==> src/rtl/vga_timing_rx.sv <==
// vga_timing_rx: recovers pixel coordinates, line/frame measurements and raster lock from hsync/vsync/valid.
// Defining VGA_TIMING_RX_ERRCNT_EN adds a saturating err_count of timing_err pulses.
module vga_timing_rx #(
  parameter int H_TOTAL     = 800,
  parameter int V_TOTAL     = 525,
  parameter int H_ACTIVE    = 640,
  parameter int V_ACTIVE    = 480,
  parameter int LOCK_FRAMES = 2
) (
  input  logic       pclk,
  input  logic       reset,
  input  logic       hsync,
  input  logic       vsync,
  input  logic       valid,
  output logic [9:0] px_x,
  output logic [9:0] px_y,
  output logic       px_valid,
  output logic [9:0] line_len,
  output logic [9:0] frame_lines,
  output logic       locked,
  output logic       frame_start,
  output logic       timing_err
`ifdef VGA_TIMING_RX_ERRCNT_EN
  ,
  output logic [7:0] err_count
`endif
);
  localparam logic [1:0] SEARCH  = 2'd0;
  localparam logic [1:0] MEASURE = 2'd1;
  localparam logic [1:0] LOCK    = 2'd2;
  logic s_h, s_v, s_de, p_h, p_v, p_de;
  logic [9:0] hc, vc, col, col_b;
  logic [1:0] st, st_nx;
  logic [3:0] good, good_nx;
  logic h_seen, sticky;
  logic hfall, vfall, defall, wd, line_mis, de_mis, frame_bad, err;
  always_comb begin
    hfall = p_h & ~s_h;
    vfall = p_v & ~s_v;
    defall = p_de & ~s_de;
    wd = (&hc) & ~hfall;
    line_mis = hfall & h_seen & (({1'b0, hc} + 11'd1) != 11'(H_TOTAL));
    de_mis = defall & (col != 10'(H_ACTIVE));
    frame_bad = sticky | line_mis | de_mis | ((px_y + 10'(defall)) != 10'(V_ACTIVE)) |
                (({1'b0, vc} + 11'd1) != 11'(V_TOTAL));
    col_b = hfall ? '0 : col;
    err = (st == LOCK) & (wd | line_mis | (vfall & frame_bad));
    st_nx = st;
    good_nx = good;
    if (wd) begin
      st_nx = SEARCH;
      good_nx = '0;
    end else if (st == SEARCH) begin
      st_nx = vfall ? MEASURE : SEARCH;
      good_nx = '0;
    end else if (st == LOCK) begin
      st_nx = (line_mis | (vfall & frame_bad)) ? MEASURE : LOCK;
      good_nx = '0;
    end else if (vfall) begin
      good_nx = frame_bad ? '0 : good + 4'd1;
      if (!frame_bad && (good + 4'd1) == 4'(LOCK_FRAMES)) begin
        st_nx = LOCK;
        good_nx = '0;
      end
    end
  end
  always_ff @(posedge pclk or posedge reset)
    if (reset) begin
      {s_h, s_v, s_de} <= 3'b110;
      {p_h, p_v, p_de} <= 3'b110;
      hc <= '0;
      vc <= '0;
      col <= '0;
      st <= SEARCH;
      good <= '0;
      h_seen <= 1'b0;
      sticky <= 1'b0;
      px_x <= '0;
      px_y <= '0;
      px_valid <= 1'b0;
      line_len <= '0;
      frame_lines <= '0;
      locked <= 1'b0;
      frame_start <= 1'b0;
      timing_err <= 1'b0;
`ifdef VGA_TIMING_RX_ERRCNT_EN
      err_count <= '0;
`endif
    end else begin
      {s_h, s_v, s_de} <= {hsync, vsync, valid};
      {p_h, p_v, p_de} <= {s_h, s_v, s_de};
      hc <= hfall ? '0 : (&hc) ? hc : hc + 10'd1;
      vc <= vfall ? '0 : vc + 10'(hfall);
      col <= col_b + 10'(s_de);
      h_seen <= wd ? 1'b0 : h_seen | hfall;
      sticky <= ~vfall & (sticky | line_mis | de_mis);
      st <= st_nx;
      good <= good_nx;
      line_len <= (hfall & h_seen) ? hc + 10'd1 : line_len;
      frame_lines <= vfall ? vc + 10'd1 : frame_lines;
      px_x <= s_de ? col_b : px_x;
      px_y <= vfall ? '0 : px_y + 10'(defall);
      px_valid <= s_de;
      locked <= st_nx == LOCK;
      frame_start <= vfall & (st == LOCK);
      timing_err <= err;
`ifdef VGA_TIMING_RX_ERRCNT_EN
      err_count <= (err & ~&err_count) ? err_count + 8'd1 : err_count;
`endif
    end
endmodule

==> config.mk <==
export PLATFORM = sky130hd
export DESIGN_NAME = vga_timing_rx
export DESIGN_NICKNAME = d
export VERILOG_FILES = /design/src/rtl/vga_timing_rx.sv
export SDC_FILE = /design/constraint.sdc
export NUM_CORES = 1
export LEC_CHECK = 0
export ABC_AREA = 1
export BUFFER_PORTS_ARGS = -buffer_cell sky130_fd_sc_hd__buf_2
export CAP_MARGIN = 20
export CORE_MARGIN = 2
export CORE_UTILIZATION = 60
export CTS_CLUSTER_DIAMETER = 100
export CTS_CLUSTER_SIZE = 14
export DETAILED_ROUTE_END_ITERATION = 8
export HOLD_SLACK_MARGIN = 0.08
export PLACE_DENSITY = 0.88
export SETUP_SLACK_MARGIN = 0.05
export SKIP_CTS_REPAIR_TIMING = 1
export SLEW_MARGIN = 20
export SYNTH_ARGS = -nofsm -noshare
export SYNTH_HDL_FRONTEND = slang
export SYNTH_SLANG_ARGS = --single-unit
==> constraint.sdc <==
create_clock -name pclk -period 7.1 [get_ports pclk]
set_input_delay 0.71 -clock pclk [delete_from_list [all_inputs] [get_ports pclk]]
set_output_delay 0.71 -clock pclk [all_outputs]
set_load 0.01 [all_outputs]
# Word level (Yosys, flattened, before mapping)
# Cells that the tools add are included.
# word_totals
regBits	87
input_bits	5
word_cells	84
# op_classes
addsub	8
n_eq_ne	8
muxes	19
bitwise_logic	24
reduce_logical	5
# ops
op	count
two-way mux 10 bit	5
adder 10 x 1 -> 10 bit	3
two-way mux 4 bit	6
adder 10 x 1 -> 11 bit (second input constant)	2
inequality test 11 x 10 -> 1 bit (second input constant)	2
adder 10 x 1 -> 10 bit (second input constant)	2
two-way mux 2 bit	6
AND 1 bit	11
inequality test 10 bit (second input constant)	1
inequality test 10 x 9 -> 1 bit (second input constant)	1
AND reduction 10 bit	1
OR 1 bit	8
NOT 1 bit	5
adder 4 x 1 -> 4 bit (second input constant)	1
equality test 2 bit (second input constant)	2
equality test 4 x 2 -> 1 bit (second input constant)	1
nonzero test 4 bit	1
zero test 2 bit	1
two-way mux 1 bit	2
inequality test 2 bit (second input constant)	1
logical AND 1 bit	1
zero test 1 bit	1

# Logic depth before layout (Yosys ltp)
# depth
word_depth	16
mapped_depth	19
mapped_depth_nobuf	19

# Least setup slack after synthesis
# OpenSTA, ideal clock, no wires.
# synth_path
kind	reg-to-reg
startpoint	reg s_de
endpoint	reg st[1]
arrival_time_ns	2.050
t_required_ns	7.035
setup_slack_ns	4.984
path_stages_with_launch	16
period_less_slack_ns	2.116
path_cell_list	dfrtp_1 > nor2_1 > ha_1 > ha_1 > nand3_1 > nor3_2 > nand2_1 > nand2_1 > nand2_1 > nor2_1 > nand4_1 > nor2_2 > nand3_1 > nand2_2 > nand3_2 > nand2_1
# synth_via
elab_chain_len	13
word_cells_on_any_way	18
classes_between	add/sub: 1; eq/ne: 1; mux: 6; bitwise: 8; reduce/logical: 2
# synth_lines
element	line	rtl
from (decl)	31	logic s_h, s_v, s_de, p_h, p_v, p_de;
from (signal assigned)	90	{s_h, s_v, s_de} <= {hsync, vsync, valid};
NOT 1 bit (*)	40	defall = p_de & ~s_de;
AND 1 bit (*)	40	
adder 10 x 1 -> 10 bit / AND 1 bit (equally long branches)	44, 43	
inequality test 10 x 9 -> 1 bit / OR 1 bit (equally long branches)	44	frame_bad = sticky | line_mis | de_mis | ((px_y + 10'(defall)) != 10'(V_ACTIVE)) |
OR 1 bit (*) (2 in a row)	44	
zero test 1 bit	61	if (!frame_bad && (good + 4'd1) == 4'(LOCK_FRAMES)) begin
logical AND 1 bit	61	
two-way mux 2 bit	61	
two-way mux 2 bit	59	end else if (vfall) begin
two-way mux 2 bit (*)	56	end else if (st == LOCK) begin
two-way mux 2 bit (*)	53	end else if (st == SEARCH) begin
two-way mux 2 bit (*)	50	if (wd) begin
via st_nx[1]	33	logic [1:0] st, st_nx;
to (signal assigned)	97	st <= st_nx;
to (decl)	33	
# Mark *: on every way through the listed nets, which the timed path passes. The rest lies on a longest branch.
# A chain may end at the register's enable or synchronous reset.

# Final worst setup path
# layout_path
startpoint	reg s_de
endpoint	reg good[3]
# layout_via
elab_chain_len	13
word_cells_on_any_way	16
classes_between	add/sub: 1; eq/ne: 1; mux: 6; bitwise: 6; reduce/logical: 2
# layout_lines
element	line	rtl
NOT 1 bit (*)	40	
AND 1 bit (*)	40	
adder 10 x 1 -> 10 bit / AND 1 bit (equally long branches)	44, 43	
inequality test 10 x 9 -> 1 bit / OR 1 bit (equally long branches)	44	
OR 1 bit (*) (2 in a row)	44	
zero test 1 bit	61	
logical AND 1 bit	61	
two-way mux 4 bit (*)	61	
two-way mux 4 bit (*)	59	
two-way mux 4 bit (*)	56	
two-way mux 4 bit (*)	53	
two-way mux 4 bit (*)	50	
to (signal assigned)	98	good <= good_nx;
to (decl)	34	logic [3:0] good, good_nx;
# Every way passes the cells marked *; elsewhere a longest branch is shown, timed or not. The select of a mux whose other input is x is not followed.

==> qor.yml <==
run_status:
  run_status: "completed"
detailed_routing:
  drtPass1Iterations: 5
  via_per_inst: 5.26
  antenna_left: 0
  vias: 3539
  avgRoutedWirePerCell_um: 13.4
  drc: 0
  routed_wl_um: 9010
  drt_iter0_drc: 284
yosys:
  synth_top_flop_cell: "dfrtp_1"
  synth-seq-area-share: 0.516
  netlist_area_um2: 4230
  ys_types: 31
  yosys_warnings: 0
  synthArstFlopShare: 1.00
  syn-instance-count: 519
  synth_edf_count: 0
  syn-num-nets: 535
  syn_area_per_cell_um2: 8.16
  synth-seq-cells: 87
cts:
  clock_path_buffers: 2
  clockRootBuffer: "clkbuf_8"
  htree_levels: 3
  cts_tree: "done"
  clock-sinks: 87
  clk_pin_slew_worst_paths_ns: 0.08
  cts_made_buffers: 9
  clk-insertion-delay-late_ns: 0.35
grt:
  gr-total-overflow: 0
  grt_max_degree: 88
  antenna_found_initial: 0
  grt_pass1_wl_um: 15400
  first_global_vias: 3353
  grtUsageTotal: 0.258
min_path:
  min_from: "s_v"
  hp-class: "flop to flop"
place:
  io_buffer_count: 48
  dpl_cell_area_um2: 4580
  hpwl_um: 6350
  gp_congestion: 0.950
worst_setup_path:
  crit_path_cell_trace: "nor2_1 -> ha_1 -> ha_1 -> nand3_1 -> nand2_1 -> nand2_1 -> nor2_1 -> nand3_1 -> nor2_1 -> nand4_1 -> nor2_2 -> nand2_2 -> nor2_4 -> nand2_1 -> nand2_1"
  cp_top_family: "simple AND/OR/NAND/NOR gates"
  slowest_delay_ns: 0.46
  cp.depth: 15
  critPathCaptureType: "flop"
  r2r_setup_slack_ns: 4.59
  slowest_stage: "dfrtp_1"
  cp_data_arrival_time_ns: 2.80
  reg2reg_to: "good[3]"
  critPathCapture: "good[3]"
  required_ns: 7.39
  critPathMaxFanout: 8
  crit_path_frequent_cell: "nand2_1"
  r2r_start: "s_de"
  cp_num_buf_inv: 0
  r2r_cells: 15
  worstSetupPathType: "flop to flop"
  crit_start: "s_de"
  cp-start-kind: "flop"
sta:
  setup_viol: 0
  finalCritPeriodShare: 0.354
  worst_pin_slew_ns: 0.768
  drv_slew: 0
  timing.final.hold_violations: 0
  max-slew-margin-rel: 0.488
  tns_ns: 0
  fmax_mhz: 398
  fin_crit_ns: 2.51
  rsz0062_at_grt: "false"
  skew_ns: 0.00993
final_layout:
  syn_to_final_growth_pct: 13.8
  final_common_cell: "nand2_1"
  final_nets: 588
  multi_input_area_um2: 1770
  drive_gt1_frac: 0.161
  utilization: 0.709
  seqCellArea_um2: 2180
  fillers: 491
  num_antenna_cells: 0
  final_cell_area_um2: 4820
  layout_common_cells: "nand2_1, dfrtp_1, inv_1, nor2_1, buf_2"
floorplanning:
  io-pin-count: 49
  fp-row-count: 30
  die_h_um: 88.0
  start_util: 0.623
  design.core.area_um2: 6790
  fp.dieW_um: 88.0
  dieArea_um2: 7740
power_and_ir_drop:
  total_power_mw: 1.16
  peakVddDrop_uv: 141
  power-per-cell-area_nw_per_um2: 240
  p_leak_nw: 2.44
job:
  drv_cap: 0
power breakdown:
group / switching, mW / internal [mW]
combinational: 0.105 / 0.0597
sequential: 0.0410 / 0.546
clock: 0.171 / 0.233
synth_stat cells, types with 2 or more instances:
cell | instances | area [um^2]
nand2_1 | 144 | 541
a31oi_1 | 2 | 12.5
xnor2_1 | 6 | 52.6
o21ai_1 | 3 | 15.0
nor2_4 | 4 | 45.0
nand3_2 | 2 | 20.0
dfstp_2 | 4 | 105
nor3_1 | 7 | 35.0
xor2_1 | 10 | 87.6
nand2_2 | 6 | 37.5
inv_2 | 2 | 7.51
inv_1 | 65 | 244
dfrtp_1 | 83 | 2080
nor2_2 | 5 | 31.3
nand4_1 | 6 | 37.5
nor2_1 | 61 | 229
clkbuf_1 | 7 | 26.3
nand3_1 | 32 | 160
a21oi_1 | 12 | 60.1
o21ai_0 | 36 | 180
ha_1 | 11 | 138
nor3_2 | 2 | 20.0
cell type report:
cell class                 instances  area share
clock buffer                      10      0.0265
inverter                          67      0.0525
multi-input combinational        357       0.367
tap                               96      0.0249
timing repair buffer              50      0.0538
clock inverter                     6      0.0226
sequential                        87       0.453
kinds of logic (layout without fill, tap and decap cells):
group	count (synthesis)	in the layout	share of synthesized area
buffers and inverters	75	133	0.0674
AND/OR/NAND/NOR	273	273	0.280
XOR/XNOR	16	16	0.0331
adder cells (fa/ha/maj)	11	11	0.0325
AO/OA/AOI/OAI	57	57	0.0718
flip-flops	87	87	0.516
registers in the layout (all words and copies together) (netlist names):
register	flops
col	10
frame_lines	10
frame_start	1
good	4
h_seen	1
hc	10
line_len	10
locked	1
p_de	1
p_h	1
p_v	1
px_x	10
px_y	10
s_de	1
s_h	1
s_v	1
st	2
sticky	1
timing_err	1
vc	10
layer usage:
layer	vias up	global-route usage	wire (um)
li1	1742	-	-
met5	-	0	0
met1	1667	0.338	3930
met3	23	0.0443	425
met2	107	0.429	4480
met4	0	0.106	180
worst register-to-register path, stage by stage (launching register included):
cell,delay (ns)
dfrtp_1,0.46
nor2_1,0.24
ha_1,0.26
ha_1,0.22
nand3_1,0.15
nand2_1,0.15
nand2_1,0.11
nor2_1,0.12
nand3_1,0.08
nor2_1,0.11
nand4_1,0.11
nor2_2,0.13
nand2_2,0.09
nor2_4,0.11
nand2_1,0.07
nand2_1,0.06
per-stage QoR:
step | hold WS [ns] | std cells | setup WS (ns)
global route | 0.379 | 673 | 4.27
global placement | 0.356 | 657 | 4.72
finish | 0.368 | 673 | 4.59
CTS | 0.369 | 673 | 4.61
floorplan | 0.354 | 519 | 4.15
detailed placement | 0.356 | 657 | 4.64
how the worst min path moves through the flow:
stage,end,cells after the start
floorplan,p_v,0
global placement,p_v,0
detailed placement,p_v,0
CTS,p_v,0
global route,p_v,0
finish,p_v,0
(Power assumes the default switching activity.)
